**config.mk**
```make
export PLATFORM = sky130hd
export DESIGN_NAME = fetch_sequencer
export DESIGN_NICKNAME = d
export VERILOG_FILES = /design/src/rtl/fetch_pkg.sv /design/src/rtl/fetch_sequencer_pc_next_calc.sv /design/src/rtl/fetch_sequencer.sv
export SDC_FILE = /design/constraint.sdc
export NUM_CORES = 1
export LEC_CHECK = 0
export BUFFER_PORTS_ARGS = -buffer_cell sky130_fd_sc_hd__buf_4
export CAP_MARGIN = 20
export CORE_MARGIN = 1
export CORE_UTILIZATION = 40
export CTS_CLUSTER_SIZE = 30
export DETAILED_ROUTE_END_ITERATION = 10
export PLACE_DENSITY = 0.69
export SLEW_MARGIN = 15
export SYNTH_ARGS = -nofsm -noshare
export SYNTH_HDL_FRONTEND = slang
export SYNTH_SLANG_ARGS = --single-unit
```
**constraint.sdc**
```tcl
create_clock -name clk -period 2.05 [get_ports clk]
set_input_delay 0.205 -clock clk [delete_from_list [all_inputs] [get_ports clk]]
set_output_delay 0.205 -clock clk [all_outputs]
set_load 0.01 [all_outputs]
```
**src/rtl/fetch_pkg.sv**
```systemverilog
// Shared types and constants for the instruction fetch sequencer.
package fetch_pkg;
    typedef enum logic [1:0] {
        IDLE = 2'd0,
        RUN  = 2'd1,
        DONE = 2'd2
    } fetch_state_t;

    localparam logic [8:0] HALT_CODE = 9'b111111111;
endpackage

```
**src/rtl/fetch_sequencer_pc_next_calc.sv**
```systemverilog
// Next-PC arithmetic: absolute branch, signed relative branch or sequential step, all modulo 2**D.
module pc_next_calc #(
    parameter int D    = 12,
    parameter int OFFW = 8
) (
    input  logic [D-1:0]    pc,
    input  logic            taken,
    input  logic            abs,
    input  logic [D-1:0]    target,
    input  logic [OFFW-1:0] offset,
    output logic [D-1:0]    next_pc
);
    logic [D-1:0] offset_ext;

    // Sign-extend to D bits; the D-bit sum drops the carry, giving the required wrap.
    assign offset_ext = {{(D-OFFW){offset[OFFW-1]}}, offset};

    always_comb begin
        if (taken && abs) begin
            next_pc = target;
        end else if (taken) begin
            next_pc = pc + offset_ext;
        end else begin
            next_pc = pc + D'(1);
        end
    end
endmodule

```
**src/rtl/fetch_sequencer.sv**
```systemverilog
// Program-counter sequencer: owns the PC, fetches from a combinational ROM, and counts retired instructions.
module fetch_sequencer
    import fetch_pkg::*;
#(
    parameter int           D          = 12,
    parameter logic [D-1:0] START_ADDR = '0,
    parameter int           OFFW       = 8,
    parameter int           CNTW       = 16
) (
    input  logic            clk,
    input  logic            reset_n,
    input  logic            start,
    input  logic            stall,
    input  logic            branch_taken,
    input  logic            branch_abs,
    input  logic [D-1:0]    branch_target,
    input  logic [OFFW-1:0] branch_offset,
    input  logic [8:0]      mach_code,
    output logic [D-1:0]    prog_ctr,
    output logic [8:0]      instr,
    output logic            instr_valid,
    output logic            busy,
    output logic            done,
    output logic [CNTW-1:0] instr_count
);
    fetch_state_t    state, state_nxt;
    logic [D-1:0]    pc, pc_nxt, pc_calc;
    logic [CNTW-1:0] cnt, cnt_nxt;
    logic            is_halt;

    assign is_halt = (mach_code == HALT_CODE);

    pc_next_calc #(
        .D    (D),
        .OFFW (OFFW)
    ) u_pc_next_calc (
        .pc      (pc),
        .taken   (branch_taken),
        .abs     (branch_abs),
        .target  (branch_target),
        .offset  (branch_offset),
        .next_pc (pc_calc)
    );

    // NOTE: every variable gets its hold value first so no path leaves it unassigned (no latches).
    always_comb begin
        state_nxt = state;
        pc_nxt    = pc;
        cnt_nxt   = cnt;
        if (!stall) begin
            unique case (state)
                IDLE, DONE: begin
                    if (start) begin
                        state_nxt = RUN;
                        pc_nxt    = START_ADDR;
                        cnt_nxt   = '0;
                    end
                end
                RUN: begin
                    // HALT outranks any branch request issued alongside it.
                    if (is_halt) begin
                        state_nxt = DONE;
                    end else begin
                        pc_nxt = pc_calc;
                        if (cnt != '1) begin
                            cnt_nxt = cnt + CNTW'(1);
                        end
                    end
                end
                default: state_nxt = IDLE;
            endcase
        end
    end

    // NOTE: sequential state uses non-blocking assignments so all registers update together.
    always_ff @(posedge clk or negedge reset_n) begin
        if (!reset_n) begin
            state <= IDLE;
            pc    <= START_ADDR;
            cnt   <= '0;
        end else begin
            state <= state_nxt;
            pc    <= pc_nxt;
            cnt   <= cnt_nxt;
        end
    end

    assign prog_ctr    = pc;
    assign instr       = mach_code;
    assign busy        = (state == RUN);
    assign done        = (state == DONE);
    assign instr_valid = busy && !stall && !is_halt;
    assign instr_count = cnt;
endmodule

```
==> metrics.md, run 1 <==
| Metric | Value |
|---|---|
| Peak supply drop | around 660 uV |
| Final nets | 380 |
| Area after DPL | around 2800 um^2 |
| Fin worst setup slack | 0.0530 ns |
| Hold Crit Class | in -> reg |
| GRT Util Overall | 20.8% |
| Layout cell share with drive strength beyond 1 | 38.3% |
| FFs w/ async S/R, synth | 100% |
| # IOs | 75 |
| Number of nets still failing antenna checks after routing | 0 |
| Final HPWL DP | 4.12 mm |
| Seq/Total Area, Yosys | 35.7% |
| Post-synth EDFFs | 0 |
| Post-Syn Area per Cell | between 8 and 9 um^2 |
| Commonest non-fill, non-tap cell in the layout | buf_4 |
| Chip Width | 74.5 um |
| DP Cell Count | 393 |
| Setup crit end kind | flip-flop |
| Critical Path RT | 2.28 ns |
| Crit path kind | reg -> reg |
| Worst Path Max Fanout | 3 |
| WL final | 5.56 mm |
| Number of fillers in the final layout | 484 |
| Clock sink count | 30 |
| Clk slew on worst S/H paths | 0.07 ns |
| DP Worst Slack | -0.0679 ns |
| Max Clk Rate | 501 MHz |
| First-pass GRT wire length | a little under 9 mm |
| Die height | ~75 um |
| Slew Limit Fails | 0 |
| Total grt overflow | 0 |
| Syn-to-layout area delta | 44.7% |
| Clock Tree Buf Depth | 2 |
| Die ar. | 5550 um^2 |
| Initial core utilization | 41.4% |
| Relative slew margins | 60.0% |
| Initial antenna violation count | 0 |
| CTS tree | built |
| Most frequent cells in the layout | buf_4 (101), nor2_1 (34), nand2_1 (31) |
| Core region area | 5070 um^2 |
| Iter 0 DRT Violations | 63 |
| Design area | a little over 3000 um^2 |
| Synthesized area | 2100 um^2 |
| Worst Tran Pin Value | 0.600 ns |
| Synthesis Warnings | 0 |
| Largest net degree at the start of global routing | 31 |
| Final worst path period share | 97.4% |
| DRT Pass-1 Iters | 4 |
| Ys flop type | dfrtp_1 |
| Ant diodes | 0 |
| Sum of negative setup slack | 0 ns |
| Clock Tree Root | clkbuf_8 |
| Drt drc | 0 |
| IO buf count | 74 |
| Setup violators final | 0 |
| Max Cap Viol | 0 |
| Routed WL per cell | 13.7 um |
| Final min period | 2.00 ns |
| FP Rows | 26 |
| CP Launch Type | flip-flop |
| Via Count | around 2100 |
| H-tree depth | 2 |
| #FFs+latches synth | 30 |
| Worst Path Arrival | approximately 2.2 ns |
| Final hold vios | 0 |
| Clock Latency Late Sink | 0.29 ns |
| Synth unique cells | between 40 and 50 |
| Outcome | finished clean |
| RSZ-0062 raised after global routing | true |
| GPL Wtd Cong | 0.780 |
| Pleak | 1.47 nW |
| Total CTS buffers | 5 |
| Vias in the first global route | 2021 |
| Avg Vias per Cell | slightly above 5 |
| Syn Inst Count | 242 |
| Non-Filler Instances | roughly 410 |
| Synthesized Nets | 286 |
| PwrDens | 806 nW/um^2 |
| Skew final | 0.0112 ns |
[layer usage]
layer | vias up | track usage, % | part of all wire, %
li1 | 1029 | - | -
met1 | 994 | 22.4 | 41
met2 | 62 | 38.8 | 52
met3 | 6 | 5.96 | 6.1
met4 | 0 | 6.71 | 0.97
met5 | - | 0 | 0
[report_power, final]
| part | leakage (nW) | switching, mW | total, mW | internal [mW] |
|---|---|---|---|---|
| registers | 0.404 | 0.110 | 0.809 | 0.698 |
| clock network | 0.0482 | 0.231 | 0.502 | 0.271 |
| logic | 1.02 | 0.539 | 1.14 | 0.605 |
[cell type report]
cell class	instances	area, um^2	area share, %
clock inverter	1	5.00	0.164
sequential	30	751	24.7
clock buffer	7	86.3	2.84
tap	70	87.6	2.88
inverter	9	36.3	1.19
timing repair buffer	103	788	25.9
multi-input combinational	187	1290	42.4
[flip-flops by register name (all words and copies together), names as in the netlist]
| name | count |
|---|---|
| instr_count | 16 |
| prog_ctr | 12 |
| state | 2 |
[path summary, 6_finish.rpt]
kind,startpoint,end,slack (ns),depth (start not counted)
worst max-delay path,prog_ctr[1],prog_ctr[11],0.05,8
worst min-delay path,branch_target[6],prog_ctr[6],0.17,3
worst max register to register,prog_ctr[1],prog_ctr[11],0.05,8
worst min register to register,state[1],state[1],0.53,2
max in group asynchronous,reset_n,instr_count[11],1.35,2
min in group asynchronous,reset_n,prog_ctr[1],0.39,2
[timing repair]
item	CTS	global route
cloned	0	0
endpoints found under the setup margin	2	16
hold buffers	1	0
buffers inserted	0	5
resized for setup	1	12
pin swaps	0	5
endpoints found under the hold margin	30	0
[cell families after synthesis]
| logic type | synth area share, % |
|---|---|
| muxes | 2.38 |
| DFF | 35.7 |
| AOI/OAI and AO/OA | 17.2 |
| xor gates and xnor gates | 7.08 |
| buffers and inverters | 7.02 |
| adders and majority gates | 5.71 |
| and+or+nand+nor | 24.9 |
[synth_stat cells (3+ instances only)]
master	n	area, um^2
clkbuf_1	3	11.3
inv_1	7	26.3
buf_4	9	67.6
dfrtp_1	30	751
o21bai_1	4	30.0
nand3_1	8	40.0
nor2_1	34	128
ha_1	8	100
nor3_1	3	15.0
xnor2_1	5	43.8
and2_1	6	37.5
mux2i_1	5	50.1
a21oi_1	6	30.0
o21ai_0	15	75.1
nand2_1	31	116
a22oi_1	3	22.5
nand2b_1	4	25.0
o2bb2ai_1	3	26.3
a32oi_1	3	26.3
xor2_1	12	105
nand4_1	10	62.6
[worst max-delay path, stage by stage (launching register included)]
cell and delay [ns]:
dfrtp_1 0.43, ha_4 0.29, a211oi_2 0.07, buf_4 0.15, o211ai_1 0.20, nand2_1 0.14, mux2i_2 0.18, or4_1 0.40
nand3_1 0.08
[stage by stage]
stage	hold WS [ns]	utilization, %	total power, mW
2_1_floorplan	-0.0906	-	1.37
3_3_place_gp	0.166	55.5	1.82
3_5_place_dp	0.164	55.5	1.85
4_1_cts	0.166	57.5	2.37
5_1_grt	0.189	60.0	2.63
6_report	0.167	60.0	2.45
(Power assumes the default switching activity.)
==> run 2: changes to the inputs <==
- CORE_ASPECT_RATIO: not set -> 0.6
- CTS_CLUSTER_DIAMETER: not set -> 150
==> metrics.md, run 2 (synthesis gave the netlist of run 1 again) <==
| Metric | Value |
|---|---|
| Outcome | finished clean (unchanged) |
| Core region area | 5050 um^2 (was 5070 um^2) |
| Avg Vias per Cell | 5.26 (was 5.14) |
| RSZ-0062 raised after global routing | true (unchanged) |
| CP Launch Type | flip-flop (unchanged) |
| Final hold vios | 0 (unchanged) |
| Worst Path Arrival | 2.16 ns (was 2.22 ns) |
| Commonest non-fill, non-tap cell in the layout | buf_4 (unchanged) |
| Hold Crit Class | in -> reg (unchanged) |
| Chip Width | 95.6 um (was 74.5 um) |
| Relative slew margins | 59.7% (was 60.0%) |
| Via Count | 2077 (was 2091) |
| Vias in the first global route | 1816 (was 2021) |
| Design area | 2980 um^2 (was 3040 um^2) |
| Drt drc | 0 (unchanged) |
| Pleak | 1.42 nW (was 1.47 nW) |
| Final worst path period share | 97.1% (was 97.4%) |
| First-pass GRT wire length | 8.87 mm (was 8.76 mm) |
| PwrDens | 812 nW/um^2 (was 806 nW/um^2) |
| Worst Tran Pin Value | 0.605 ns (was 0.600 ns) |
| Die height | 58.2 um (was 74.5 um) |
| Slew Limit Fails | 0 (unchanged) |
| Max reg flops | 16 (unchanged) |
| Syn-to-layout area delta | 41.5% (was 44.7%) |
| Area after DPL | 2780 um^2 (was 2820 um^2) |
| Max Clk Rate | 503 MHz (was 501 MHz) |
| Clk network pwr share | 21.2% (was 20.5%) |
| Setup crit end kind | flip-flop (unchanged) |
| CTS tree | built (unchanged) |
| Total grt overflow | 0 (unchanged) |
| DP Cell Count | 385 (was 393) |
| Final min period | 1.99 ns (was 2.00 ns) |
| Layout cell share with drive strength beyond 1 | 37.4% (was 38.3%) |
| Switching power | 0.898 mW (was 0.880 mW) |
| Clock Tree Buf Depth | 2 (unchanged) |
| Combinational Power Share | 44.9% (was 46.6%) |
| Clock sink count | 30 (unchanged) |
| Core Util, Final | 58.9% (was 60.0%) |
| Hold_ws | 0.168 ns (was 0.167 ns) |
| Fin worst setup slack | 0.0600 ns (was 0.0530 ns) |
| Critical Path RT | 2.22 ns (was 2.28 ns) |
| Ant diodes | 0 (unchanged) |
| Number of fillers in the final layout | 470 (was 484) |
| Skew final | 0.0104 ns (was 0.0112 ns) |
| Die ar. | 5560 um^2 (was 5550 um^2) |
| Initial antenna violation count | 0 (unchanged) |
| Largest net degree at the start of global routing | 31 (unchanged) |
| Total power draw | 2.42 mW (was 2.45 mW) |
| Clock Tree Root | clkbuf_8 (unchanged) |
| Total CTS buffers | 5 (unchanged) |
| Worst Path Max Fanout | 2 (was 3) |
| GRT Util Overall | 21.2% (was 20.8%) |
| Routed WL per cell | 14.5 um (was 13.7 um) |
| Peak supply drop | 335 uV (was 663 uV) |
| Final nets | 372 (was 380) |
| Setup violators final | 0 (unchanged) |
| FP Rows | 20 (was 26) |
| Int Pwr | 1.52 mW (was 1.57 mW) |
| Non-Filler Instances | 395 (was 407) |
| Initial core utilization | 41.6% (was 41.4%) |
| Sw Share | 37.2% (was 35.9%) |
| GPL Wtd Cong | 0.899 (was 0.780) |
| Clk slew on worst S/H paths | 0.07 ns (about the same) |
| IO buf count | 74 (unchanged) |
| Sum of negative setup slack | 0 ns (unchanged) |
| Reg power frac | 33.9% (was 33.0%) |
| DRT Pass-1 Iters | 4 (unchanged) |
| Clock Latency Late Sink | 0.28 ns (was 0.29 ns) |
| Final HPWL DP | 4.39 mm (was 4.12 mm) |
| Iter 0 DRT Violations | 96 (was 63) |
| WL final | 5.74 mm (was 5.56 mm) |
| H-tree depth | 2 (unchanged) |
| DP Worst Slack | -0.112 ns (was -0.0679 ns) |
| Number of nets still failing antenna checks after routing | 0 (unchanged) |
| Max Cap Viol | 0 (unchanged) |
| Most frequent cells in the layout | buf_4 (93), nor2_1 (34), nand2_1 (31) (was buf_4 (101), nor2_1 (34), nand2_1 (31)) |
| # IOs | 75 (unchanged) |
| Crit path kind | reg -> reg (unchanged) |
==> run 2: timing repair <==
item / CTS / global route
endpoints found under the hold margin: 30 / 0
hold buffers: 1 / 0
pin swaps: 0 / 3
endpoints found under the setup margin: 4 / 17
resized for setup: 2 / 14
buffers inserted: 0 / 1
==> run 2: critical path: stages, from the launching register on <==
cell and delay, ns:
dfrtp_1 0.39, ha_2 0.20, inv_2 0.05, fa_2 0.19, nand2b_4 0.14, a21oi_4 0.05
o41ai_2 0.20, buf_4 0.19, mux2i_2 0.25, o21bai_1 0.10, o2bb2ai_1 0.12
==> run 2: final timing paths <==
kind	start	end	slack, ns	cells after the start
max	prog_ctr[0]	prog_ctr[10]	0.06	10
max in group asynchronous	reset_n	instr_count[0]	1.35	2
min in group asynchronous	reset_n	instr_count[12]	0.40	2
min	branch_target[5]	prog_ctr[5]	0.17	3
min reg2reg	state[1]	state[1]	0.52	2
max reg2reg	prog_ctr[0]	prog_ctr[10]	0.06	10
==> run 2: final cells by class <==
type                            instances  area, um^2  area share (%)
Timing Repair Buffer                   95         728            24.5
Clock inverter                          2        12.5           0.421
Inverter                                9        36.3            1.22
Tap cell                               66        82.6            2.78
Multi-Input combinational cell        187        1280            43.1
Sequential cell                        30         751            25.2
Clock buffer                            6        82.6            2.78
==> run 2: power by group through the flow <==
stage | logic (mW) | clock network [mW] | registers (mW)
after floorplan | 0.508 | 0 | 0.860
after global placement | 0.982 | 0 | 0.816
after detailed placement | 0.998 | 0 | 0.817
after CTS | 1.01 | 0.523 | 0.809
after global routing | 1.18 | 0.549 | 0.837
final | 1.09 | 0.512 | 0.819
==> run 2: metal layers <==
layer | global-route usage, % | vias up | part of all wire, %
met2 | 28.1 | 84 | 41
li1 | - | 1022 | -
met3 | 4.59 | 2 | 7.3
met4 | 4.05 | 0 | 0.30
met1 | 34.5 | 969 | 51
met5 | 0 | - | 0
==> run 3: changes to the inputs <==
- PLACE_DENSITY: 0.69 -> 0.67
- SETUP_SLACK_MARGIN: not set -> 0.02
- clock period: 2.05 -> 2.56 ns (I/O delays scaled with it)
==> metrics.md, run 3 (synthesis gave the netlist of run 1 again) <==
| Metric | Value |
|---|---|
| Crit path from | prog_ctr[0] (unchanged) |
| Routed WL per cell | 14.3 um (was 14.5 um) |
| Ant diodes | 0 (unchanged) |
| Clock sink count | 30 (unchanged) |
| Syn-to-layout area delta | 30.6% (was 41.5%) |
| Relative slew margins | 52.8% (was 59.7%) |
| Total grt overflow | 0 (unchanged) |
| Max Cap Viol | 0 (unchanged) |
| Hold Path Sink | prog_ctr[5] (unchanged) |
| First-pass GRT wire length | 8.66 mm (was 8.87 mm) |
| Via Count | 1977 (was 2077) |
| CTS tree | built (unchanged) |
| Crit-path cells | ha_1, inv_1, fa_1, nand2b_1, a21oi_1, o41ai_1, buf_4, mux2i_1, o21bai_1, o2bb2ai_1 (was ha_2, inv_2, fa_2, nand2b_4, a21oi_4, o41ai_2, buf_4, mux2i_2, o21bai_1, o2bb2ai_1) |
| Pleak | 1.32 nW (was 1.42 nW) |
| Sum of negative setup slack | 0 ns (unchanged) |
| Worst reg2reg startpoint | prog_ctr[0] (unchanged) |
| Critical path buffers and inverters | 2 (unchanged) |
| Most frequent cells in the layout | buf_4 (76), nor2_1 (34), nand2_1 (31) (was buf_4 (93), nor2_1 (34), nand2_1 (31)) |
| Final HPWL DP | 4.06 mm (was 4.39 mm) |
| Final min period | 2.21 ns (was 1.99 ns) |
| FP Rows | 20 (unchanged) |
| Final worst path period share | 86.3% (was 97.1%) |
| # IOs | 75 (unchanged) |
| Final hold vios | 0 (unchanged) |
| Max reg flops | 16 (unchanged) |
| Cell family with most CP delay | adder cells (was compound AO/OA/AOI/OAI gates) |
| Clock Tree Root | clkbuf_8 (unchanged) |
| Worst Tran Pin Value | 0.708 ns (was 0.605 ns) |
| Worst Path Max Fanout | 3 (was 2) |
| Clock Tree Buf Depth | 2 (unchanged) |
| Area after DPL | 2650 um^2 (was 2780 um^2) |
| Layout cell share with drive strength beyond 1 | 29.9% (was 37.4%) |
| PwrDens | 648 nW/um^2 (was 812 nW/um^2) |
| GRT Util Overall | 20.2% (was 21.2%) |
| Commonest non-fill, non-tap cell in the layout | buf_4 (unchanged) |
| IO buf count | 74 (unchanged) |
| Clk slew on worst S/H paths | 0.07 ns (about the same) |
| Die height | 58.2 um (unchanged) |
| Core region area | 5050 um^2 (unchanged) |
| Register-to-register setup slack | 0.35 ns (was 0.06 ns) |
| Die ar. | 5560 um^2 (unchanged) |
| Critical Path RT | 2.72 ns (was 2.22 ns) |
| Max Clk Rate | 453 MHz (was 503 MHz) |
| RSZ-0062 raised after global routing | false (was true) |
| Total power draw | 1.78 mW (was 2.42 mW) |
| Initial core utilization | 41.6% (unchanged) |
| Worst Path Arrival | 2.37 ns (was 2.16 ns) |
| Avg Vias per Cell | 5.24 (was 5.26) |
| Iter 0 DRT Violations | 107 (was 96) |
| Worst path slowest cell | fa_1 (was dfrtp_1) |
| Vias in the first global route | 1750 (was 1816) |
| CP Launch Type | flip-flop (unchanged) |
| DRT Pass-1 Iters | 4 (unchanged) |
| Drt drc | 0 (unchanged) |
| Total CTS buffers | 5 (unchanged) |
| Skew final | 0.00454 ns (was 0.0104 ns) |
| Outcome | finished clean (unchanged) |
| Hold path cells | 3 (unchanged) |
| Initial antenna violation count | 0 (unchanged) |
| Setup crit end kind | flip-flop (unchanged) |
| Clock Latency Late Sink | 0.28 ns (about the same) |
| H-tree depth | 2 (unchanged) |
| Design area | 2750 um^2 (was 2980 um^2) |
| Cell depth of the worst flop-to-flop path | 10 (unchanged) |
| WL final | 5.39 mm (was 5.74 mm) |
| Number of nets still failing antenna checks after routing | 0 (unchanged) |
| Slew Limit Fails | 0 (unchanged) |
| Worst hold start | branch_target[5] (unchanged) |
| Hold Crit Class | in -> reg (unchanged) |
| Final nets | 354 (was 372) |
| Worst path max stage delay | 0.39 ns (about the same) |
| R2r endpoint | prog_ctr[8] (was prog_ctr[10]) |
| Chip Width | 95.6 um (unchanged) |
| Crit path kind | reg -> reg (unchanged) |
| Setup violators final | 0 (unchanged) |
| GPL Wtd Cong | 0.871 (was 0.899) |
| Largest net degree at the start of global routing | 31 (unchanged) |
| Peak supply drop | 257 uV (was 335 uV) |
| Resize count post-CTS | 0 (was 2) |
==> run 3: through the flow <==
stage | hold slack [ns] | util, % | setup WS, ns | instances
finish | 0.229 | 54.3 | 0.351 | 377
global route | 0.250 | 54.3 | 0.105 | 377
CTS | 0.222 | 54.3 | 0.357 | 377
detailed placement | 0.221 | 52.3 | 0.266 | 368
global placement | 0.219 | 52.3 | 0.338 | 368
floorplan | -0.0396 | - | 0.344 | 242
==> run 3: cell type report <==
| cell class | instances | area, um^2 |
|---|---|---|
| Fill cell | 480 | 2310 |
| Multi-Input combinational cell | 187 | 1200 |
| Sequential cell | 30 | 751 |
| Inverter | 9 | 36.3 |
| Clock inverter | 1 | 5.00 |
| Clock buffer | 7 | 86.3 |
| Tap cell | 66 | 82.6 |
| Timing Repair Buffer | 77 | 581 |
==> run 3: worst register-to-register path, delay by kind of cell (launching register included) <==
kind / cells / cell delay, ns
compound gates: 4 / 0.53
fa+ha+maj: 2 / 0.59
buf+inv: 2 / 0.21
flops: 1 / 0.38
mux: 1 / 0.20
simple gates: 1 / 0.18
==> run 3: how the worst max path moves through the flow <==
stage,to,slack (ns),cells after the start
global route,prog_ctr[8],0.11,10
global placement,prog_ctr[10],0.34,12
finish,prog_ctr[8],0.35,10
floorplan,prog_ctr[8],0.34,11
detailed placement,prog_ctr[8],0.27,12
CTS,prog_ctr[10],0.36,10
==> run 3: layer usage <==
metal / global-route usage [%] / wire length, um / up-vias
li1: - / - / 977
met5: 0 / 0 / -
met3: 4.07 / 417 / 5
met2: 27.2 / 2170 / 80
met4: 3.84 / 36 / 0
met1: 32.5 / 2760 / 915
==> run 3: where the power goes <==
part | switching [mW] | total (mW) | internal, mW
combinational | 0.363 | 0.711 | 0.347
clock | 0.187 | 0.403 | 0.217
sequential | 0.106 | 0.665 | 0.559
==> run 3: repair_timing <==
item / CTS / global route
hold buffers: 1 / 0
setup buffers: 0 / 0
hold endpoints to repair: 30 / 0
